## src/rtl/demux1to4_router_pkg.sv

```systemverilog
// Shared constants for the 1-to-4 demultiplexing router.
//   DefaultWidth : default data width of every data port
//   NumCh        : number of destination channels
//   SelWidth     : width of the destination select {S1,S0}
//   CountWidth   : width of the accepted-word counter
package demux1to4_router_pkg;

  localparam int unsigned DefaultWidth = 32;
  localparam int unsigned NumCh        = 4;
  localparam int unsigned SelWidth     = 2;
  localparam int unsigned CountWidth   = 8;

endpackage

```

## src/rtl/demux_slot.sv

```systemverilog
// One-word holding slot for a single router destination.
// Ports:
//   clk, reset : clock, asynchronous active-high reset
//   load       : transfer into this slot on this edge (already qualified by the top)
//   ack        : destination consumes the held word this cycle
//   data_in    : word to capture on load
//   data       : held word (changes only on load)
//   valid      : held word not yet consumed
module demux_slot #(
  parameter int unsigned WIDTH = 32
) (
  input  logic             clk,
  input  logic             reset,
  input  logic             load,
  input  logic             ack,
  input  logic [WIDTH-1:0] data_in,
  output logic [WIDTH-1:0] data,
  output logic             valid
);

  logic [WIDTH-1:0] data_q;
  logic             valid_q;

  // A load wins over an ack on the same edge, so pass-through keeps valid high.
  // An ack on an empty slot leaves valid at 0 and is therefore ignored.
  always_ff @(posedge clk or posedge reset) begin
    if (reset) begin
      data_q  <= '0;
      valid_q <= 1'b0;
    end else if (load) begin
      data_q  <= data_in;
      valid_q <= 1'b1;
    end else if (ack) begin
      valid_q <= 1'b0;
    end
  end

  assign data  = data_q;
  assign valid = valid_q;

endmodule

```

## src/rtl/demux1to4_router.sv

```systemverilog
// 1-to-4 demultiplexing router with a one-word holding slot per destination.
// Ports:
//   clk, reset          : clock, asynchronous active-high reset
//   S1, S0              : destination select, k = {S1,S0}
//   in_valid, in_data   : source offer
//   in_ready            : router accepts the offer this cycle (combinational)
//   out_data0..3        : held word per destination
//   out_valid[3:0]      : per-destination unconsumed-word flags
//   out_ack[3:0]        : per-destination consume strobes
//   accept_count        : accepted words, modulo 256
module demux1to4_router
  import demux1to4_router_pkg::*;
#(
  parameter int unsigned WIDTH = DefaultWidth
) (
  input  logic                  clk,
  input  logic                  reset,
  input  logic                  S1,
  input  logic                  S0,
  input  logic                  in_valid,
  input  logic [WIDTH-1:0]      in_data,
  output logic                  in_ready,
  output logic [WIDTH-1:0]      out_data0,
  output logic [WIDTH-1:0]      out_data1,
  output logic [WIDTH-1:0]      out_data2,
  output logic [WIDTH-1:0]      out_data3,
  output logic [NumCh-1:0]      out_valid,
  input  logic [NumCh-1:0]      out_ack,
  output logic [CountWidth-1:0] accept_count
);

  logic [SelWidth-1:0]   sel;
  logic                  fire;
  logic [NumCh-1:0]      load;
  logic [WIDTH-1:0]      slot_data [NumCh];
  logic [CountWidth-1:0] count_q;

  assign sel = {S1, S0};

  // Ready when the selected slot is empty or is being drained this cycle.
  assign in_ready = ~out_valid[sel] | out_ack[sel];
  assign fire     = in_valid & in_ready;

  for (genvar j = 0; j < NumCh; j++) begin : g_slot
    assign load[j] = fire && (sel == SelWidth'(j));

    demux_slot #(
      .WIDTH(WIDTH)
    ) u_slot (
      .clk    (clk),
      .reset  (reset),
      .load   (load[j]),
      .ack    (out_ack[j]),
      .data_in(in_data),
      .data   (slot_data[j]),
      .valid  (out_valid[j])
    );
  end

  assign out_data0 = slot_data[0];
  assign out_data1 = slot_data[1];
  assign out_data2 = slot_data[2];
  assign out_data3 = slot_data[3];

  always_ff @(posedge clk or posedge reset) begin
    if (reset) begin
      count_q <= '0;
    end else if (fire) begin
      count_q <= count_q + CountWidth'(1);
    end
  end

  assign accept_count = count_q;

endmodule
```

## config.mk

```make
export PLATFORM = sky130hd
export DESIGN_NAME = demux1to4_router
export DESIGN_NICKNAME = d
export VERILOG_FILES = /design/src/rtl/demux1to4_router_pkg.sv /design/src/rtl/demux_slot.sv /design/src/rtl/demux1to4_router.sv
export SDC_FILE = /design/constraint.sdc
export NUM_CORES = 1
export LEC_CHECK = 0
export CORE_ASPECT_RATIO = 1.1
export CORE_UTILIZATION = 52
export CTS_BUF_LIST = sky130_fd_sc_hd__clkbuf_8
export DETAILED_ROUTE_END_ITERATION = 16
export HOLD_SLACK_MARGIN = 0.12
export PLACE_DENSITY = 0.86
export SLEW_MARGIN = 20
export SYNTH_ARGS = -nofsm -noshare
export SYNTH_HDL_FRONTEND = slang
export SYNTH_HIERARCHICAL = 1
export SYNTH_SLANG_ARGS = --single-unit
```

## constraint.sdc

```tcl
create_clock -name clk -period 4.85 [get_ports clk]
set_input_delay 0.7275 -clock clk [delete_from_list [all_inputs] [get_ports clk]]
set_output_delay 0.7275 -clock clk [all_outputs]
set_load 0.01 [all_outputs]
```

==> results of run 1 <==
sequential cells by signal, summed over array words and instances, names as in the netlist:
signal               cells
g_slot.u_slot/data     128
g_slot.u_slot/valid      4
accept_count             8
per-stage QoR:
| stage | std cells | utilization [%] | worst slack, ns | power (W) | instance area (sq um) |
|---|---|---|---|---|---|
| finish | 687 | 74.7 | 1.55 | 0.00384 | 8260 |
| global route | 687 | 74.7 | 1.50 | 0.00401 | 8260 |
| CTS | 687 | 74.7 | 1.55 | 0.00387 | 8260 |
| detailed placement | 655 | 70.6 | 1.55 | 0.00280 | 7810 |
| global placement | 655 | 70.6 | 1.58 | 0.00277 | 7810 |
| floorplan | 333 | - | 2.71 | 0.00214 | 6000 |
worst max-delay path: cells and delay by family:
kind	cells	cell delay, ns
buffers and inverters	3	1.19
muxes	1	0.64
routing by layer:
| metal | up-vias | global-route usage (%) |
|---|---|---|
| li1 | 1536 | - |
| met1 | 1868 | 32.5 |
| met2 | 145 | 40.6 |
| met3 | 15 | 8.94 |
| met4 | 0 | 7.33 |
| met5 | - | 0 |
cell usage in the layout, fill, tap and decap left out:
cell             synthesis  layout
clkdlybuf4s50_1          0     181
nor4b_2                  0       1
nor2_1                   3       3
mux2_4                 117     117
clkinv_4                 0       1
a21o_1                   4       4
nand2_2                  1       1
mux2_2                  12      12
ha_1                     1       1
nor4_2                   0       1
buf_4                    0      10
dfrtp_1                140     140
nor3b_2                  0       1
clkinv_2                 1       3
mux4_2                   1       1
bufinv_16                0       4
xor2_1                   6       6
and3_1                   2       2
clkbuf_8                 0      21
nand2_1                  5       5
clkinvlp_4               0       3
inv_1                   10      11
nand4_1                  1       1
nor2b_4                  1       1
nor2b_1                  3       3
xnor2_1                  1       1
nand3_1                  1       1
nor3_2                   3       4
where the power goes:
part | leakage, nW | internal, W | switching, W
clock | 0.225 | 0.000613 | 0.000442
combinational | 1.84 | 0.000777 | 0.000410
sequential | 1.67 | 0.00142 | 0.000179
layout make-up:
type / count / share of cell area [%]
Sequential cell: 140 / 42.4
Tap cell: 147 / 2.23
Multi-Input combinational cell: 166 / 26.5
Clock buffer: 21 / 3.50
Inverter: 11 / 0.515
Clock inverter: 11 / 2.00
Timing Repair Buffer: 191 / 22.8
logic make-up (layout without fill, tap and decap cells):
family                     Yosys count  count (layout)  share of synthesized area (%)
DFF                                140             140                           58.4
adders and majority gates            1               1                          0.209
xor gates and xnor gates             7               7                           1.02
muxes                              130             130                           31.9
buffers and inverters               27             234                           5.46
and+or+nand+nor                     24              24                           2.50
AOI/OAI and AO/OA                    4               4                          0.501
worst min path at each step:
stage,to,slack [ns],cells after the start
after floorplan,accept_count[7],0.50,1
after global placement,accept_count[7],0.46,1
after detailed placement,accept_count[7],0.46,1
after CTS,accept_count[7],0.49,1
after global routing,accept_count[5],0.51,1
final,accept_count[7],0.49,1
==> summary.md, run 1 <==
| Metric | Value |
|---|---|
| Status | finished, final reports clean |
| Worst-path fanout max | 7 |
| Synth Cell Area | 0.00600 sq mm |
| M1 WL | 6120 microns |
| Core Box Area | 0.0111 sq mm |
| Synth area leaders | dfrtp_1, mux2_4, buf_12 |
| Drt total wl | 14100 microns |
| DRT Pass-1 Iters | 4 |
| GRT Overall Usage | 25.3% |
| Worst Setup End Kind | primary output |
| Port Buffers | 181 |
| Detailed-placement wirelength estimate | 9460 microns |
| Multi-input gate area | 0.00219 sq mm |
| Hold path startpoint | accept_count[7] |
| Register area | 0.00350 sq mm |
| Deepest clock path buffer count | 2 |
| Cells after Synth | 333 |
| Type of origin of the critical path | input port |
| Setup violations, final | 0 |
| Setup CP Type | input port to primary output |
| Leading area contributor after synthesis | dfrtp_1 |
| Via count | 3564 |
| Largest net degree at the start of global routing | 34 |
| Clock skew | 0.00661 ns |
| Hold Crit Class | flop to flop |
| DIE AREA | 0.0120 sq mm |
| Max stage delay on crit path | 0.64 ns |
| Ys async rst share | 100% |
| Yosys reg bits | 140 |
| RSZ-0062 raised after global routing | no |
| WL met3 | 880 microns |
| Crit-path slowest cell | mux4_2 |
| Area delta synth->final | 37.7% |
| CTS Root Cell | clkbuf_8 |
| Max_cap viols | 0 |
| TritonCTS Buffers | 17 |
| Top achievable clock speed | 0.303 GHz |
| Syn nets | 375 |
| # DRC | 0 |
| Number of DRC markers in iteration 0 | 109 |
| # diodes | 0 |
| Register-to-Register Path Depth | 4 |
| Met2 wire length | 6920 microns |
| CTS tree | done |
| Worst r2r src | g_slot[0].u_slot/valid |
| Number of enable flip-flop cells after synthesis | 0 |
| PostCTS Resize Cnt | 0 |
| Clock transition at path regs | 0.08 ns |
| Antenna Nets Post-Route | 0 |
| Die H | 115 microns |
| Top_reg_cell synth | dfrtp_1 |
| Final slew viol count | 0 |
| R2R Setup Slk | 2.98 ns |
| FILL cells | 691 |
| Seq/Total Area, Yosys | 58.4% |
| Most common cell in the synthesized netlist | dfrtp_1 |
| Post-layout min period | 3.30 ns |
| Die X | 104 microns |
| DR WL/cell | 20.5 microns |
| Crit path cell chain | clkdlybuf4s50_1 > mux4_2 > clkinv_2 > clkdlybuf4s50_1 |
| I/O Pins | 182 |
| # hold bufs at CTS | 0 |
| GPL Wtd Cong | 0.796 |
| Relative max-transition margin | 49.8% |
| Peak VDD IR | 354 uV |
| Worst EP required | 4.12 ns |
| Initial antenna violation count | 0 |
| Nets@finish | 569 |
| Period utilisation layout | 68.0% |
| Worst-Skew Late Latency | 0.44 ns |
| Worst Max-Slew Pin Slew | 0.752 ns |
| Commonest cells in the netlist | dfrtp_1, mux2_4, buf_12, mux2_2, inv_1 |
| Hold Vio Cnt, Final | 0 |
| Post-synth cell types | 25 |
| Total Neg Setup Slack | 0 ns |
| CP most frequent cell | clkdlybuf4s50_1 |
| Total gr overflow | 0 |
| Clock tree sinks | 140 |
| First-pass GRT wire length | 22600 microns |
| Row cnt | 40 |
| Pleak | 3.73 nW |
| Ys Warns | 6 |
| FF-to-FF End | g_slot[0].u_slot/data[9] |
| Vias in the first global route | 3975 |
| Origin of the worst setup path | S1 |
| Worst EP arrival | 2.57 ns |
| Highest routed layer | met4 |
| Initial Util | 54.2% |
| Fraction of layout cells with a size suffix above 1 | 33.5% |
| Hold_ws | 0.485 ns |
| # H-tree levels | 4 |
| Postcts setup bufs | 0 |
| Top-area cell type share of the netlist area | 58.4% |
| Worst Setup EP | in_ready |
| Vias/cell | 5.19 |
| Post-Syn Area per Cell | 18.0 sq um |
| Power per cell area | 465 mW/mm^2 |
No activity file was read; power rests on OpenSTA's default activity.
==> inputs of run 2 (changes only) <==
--- a/config.mk
+++ b/config.mk
@@ -6,11 +6,11 @@
 export NUM_CORES = 1
 export LEC_CHECK = 0
 export CORE_ASPECT_RATIO = 1.1
-export CORE_UTILIZATION = 52
+export CORE_UTILIZATION = 49
 export CTS_BUF_LIST = sky130_fd_sc_hd__clkbuf_8
 export DETAILED_ROUTE_END_ITERATION = 16
 export HOLD_SLACK_MARGIN = 0.12
-export PLACE_DENSITY = 0.86
+export PLACE_DENSITY = 0.82
 export SLEW_MARGIN = 20
 export SYNTH_ARGS = -nofsm -noshare
 export SYNTH_HDL_FRONTEND = slang
==> constraint.sdc (replaced) <==
create_clock -name clk -period 3.1 [get_ports clk]
set_input_delay 0.465 -clock clk [delete_from_list [all_inputs] [get_ports clk]]
set_output_delay 0.465 -clock clk [all_outputs]
set_load 0.01 [all_outputs]
==> run 2 against run 1 <==
Net effect: sequential share of layout area is 0.14 points higher; flip-flop and latch count unchanged; clock skew increased by 0.0025 ns; utilization shrank 6.0 points; count of clock-buffer cells in the layout unchanged; critical path type unchanged.
==> summary.md, run 2 (synthesis gave the netlist of run 1 again) <==
| Metric | Value |
|---|---|
| Max_cap viols | 0 |
| # diodes | 0 |
| Stages on the worst setup path | 4 |
| GRT Overall Usage | 23.6% |
| Deepest clock path buffer count | 2 |
| Origin of the worst setup path | S1 |
| Total Neg Setup Slack | 0 ns |
| GPL Wtd Cong | 0.756 |
| Number of DRC markers in iteration 0 | 121 |
| CTS Root Cell | clkbuf_8 |
| Clock transition at path regs | 0.07 ns |
| Worst r2r src | g_slot[1].u_slot/valid |
| DIE AREA | 0.0127 sq mm |
| Placed cell count | 664 |
| # hold bufs at CTS | 0 |
| I/O Pins | 182 |
| Hold Vio Cnt, Final | 0 |
| Worst-Skew Late Latency | 0.44 ns |
| Hold_ws | 0.394 ns |
| Antenna Nets Post-Route | 0 |
| Status | finished, final reports clean |
| Post-layout min period | 2.77 ns |
| Total gr overflow | 0 |
| Detailed-placement wirelength estimate | 9530 microns |
| Register-to-Register Path Depth | 4 |
| FF-to-FF End | g_slot[1].u_slot/data[9] |
| Postcts setup bufs | 0 |
| Area delta synth->final | 37.2% |
| Most frequent cells in the layout | clkdlybuf4s50_1, dfrtp_1, mux2_4 |
| Commonest non-fill, non-tap cell in the layout | clkdlybuf4s50_1 |
| Peak VDD IR | 405 uV |
| TritonCTS Buffers | 17 |
| Initial antenna violation count | 0 |
| Period utilisation layout | 89.2% |
| Nets@finish | 571 |
| Crit-path slowest cell | mux4_2 |
| CP Buf/Inv Count | 3 |
| DR WL/cell | 20.0 microns |
| Fraction of layout cells with a size suffix above 1 | 33.1% |
| # H-tree levels | 4 |
| Worst Max-Slew Pin Slew | 0.840 ns |
| Die H | 118 microns |
| Delay-heaviest family, CP | buffers and inverters |
| Die X | 108 microns |
| Worst Setup End Kind | primary output |
| CTS tree | done |
| Final non-filler cell total | 695 |
| Clock tree sinks | 140 |
| Core Box Area | 0.0120 sq mm |
| Power per cell area | 693 mW/mm^2 |
| Top achievable clock speed | 0.362 GHz |
| DRT Pass-1 Iters | 4 |
| First-pass GRT wire length | 22000 microns |
| Pleak | 3.72 nW |
| Max stage delay on crit path | 0.64 ns |
| Max reg flops | 128 |
| Worst EP required | 2.63 ns |
| Clock skew | 0.00911 ns |
| Relative max-transition margin | 43.6% |
| Port Buffers | 181 |
| Drt total wl | 13900 microns |
| Setup CP Type | input port to primary output |
| Vias in the first global route | 3884 |
| # DRC | 0 |
| R2R Setup Slk | 1.37 ns |
| Row cnt | 42 |
| Type of origin of the critical path | input port |
| Worst EP arrival | 2.30 ns |
| Largest net degree at the start of global routing | 34 |
| Via count | 3519 |
| Setup violations, final | 0 |
| CP most frequent cell | clkdlybuf4s50_1 |
| Vias/cell | 5.06 |
| PostCTS Resize Cnt | 0 |
| Initial Util | 50.1% |
| RSZ-0062 raised after global routing | no |
| Hold Crit Class | input port to async pin |
| Final slew viol count | 0 |
| Worst Setup EP | in_ready |
| Worst-path fanout max | 7 |
| Crit path cell chain | clkdlybuf4s50_1 > mux4_2 > clkinv_2 > clkdlybuf4s50_1 |
## run 2: changes by cell type in the layout (fill, tap and decap cells not counted), sizes merged
cell      delta
clkinv       +2
clkinvlp     -2
buf          +2
bufinv       -3
inv          +2
## run 2: area by class of cell
type	count	area [sq um]
Clock buffer	21	289
Clock inverter	10	76.3
Fill cell	846	3750
Inverter	11	42.5
Multi-Input combinational cell	166	2190
Sequential cell	140	3500
Tap cell	154	193
Timing Repair Buffer	193	1940
## run 2: power breakdown
part / internal (W) / total (W) / switching (W) / leakage, nW
clock network: 0.000700 / 0.00134 / 0.000645 / 0.202
logic: 0.00122 / 0.00186 / 0.000642 / 1.85
registers: 0.00223 / 0.00250 / 0.000271 / 1.67
total: 0.00415 / 0.00571 / 0.00156 / 3.72
## run 2: worst min path at each step
stage / start / end / slack [ns]
2_1_floorplan: reset / accept_count[0] / 0.28
3_3_place_gp: accept_count[7] / accept_count[7] / 0.47
3_5_place_dp: accept_count[7] / accept_count[7] / 0.47
4_1_cts: reset / g_slot[1].u_slot/data[19] / 0.37
5_1_grt: reset / g_slot[1].u_slot/data[19] / 0.40
6_report: reset / g_slot[1].u_slot/data[19] / 0.39
## run 2: stage by stage
stage          setup slack [ns]  power [W]  utilization (%)  cell area [sq um]
3_5_place_dp              0.332    0.00439             65.7               7870
6_report                  0.334    0.00571             68.7               8230
4_1_cts                   0.327    0.00576             68.7               8230
3_3_place_gp              0.356    0.00434             65.7               7870
5_1_grt                   0.268    0.00597             68.7               8230
2_1_floorplan              1.43    0.00335                -               6000
## run 2: worst register-to-register path, delay by kind of cell, from the launching register on
| kind | cells | cell delay [ns] |
|---|---|---|
| buffers and inverters | 1 | 0.29 |
| multiplexers | 1 | 0.36 |
| AND/OR/NAND/NOR | 2 | 0.56 |
| flip-flops | 1 | 0.40 |
## run 2: per-layer routing
metal  up-vias  track usage, %  wire length [microns]
met2       134            37.5                   6910
met3        29            6.53                    759
met1      1814            29.9                   5900
li1       1542               -                      -
met4         0            10.7                    330
met5         -               0                      0
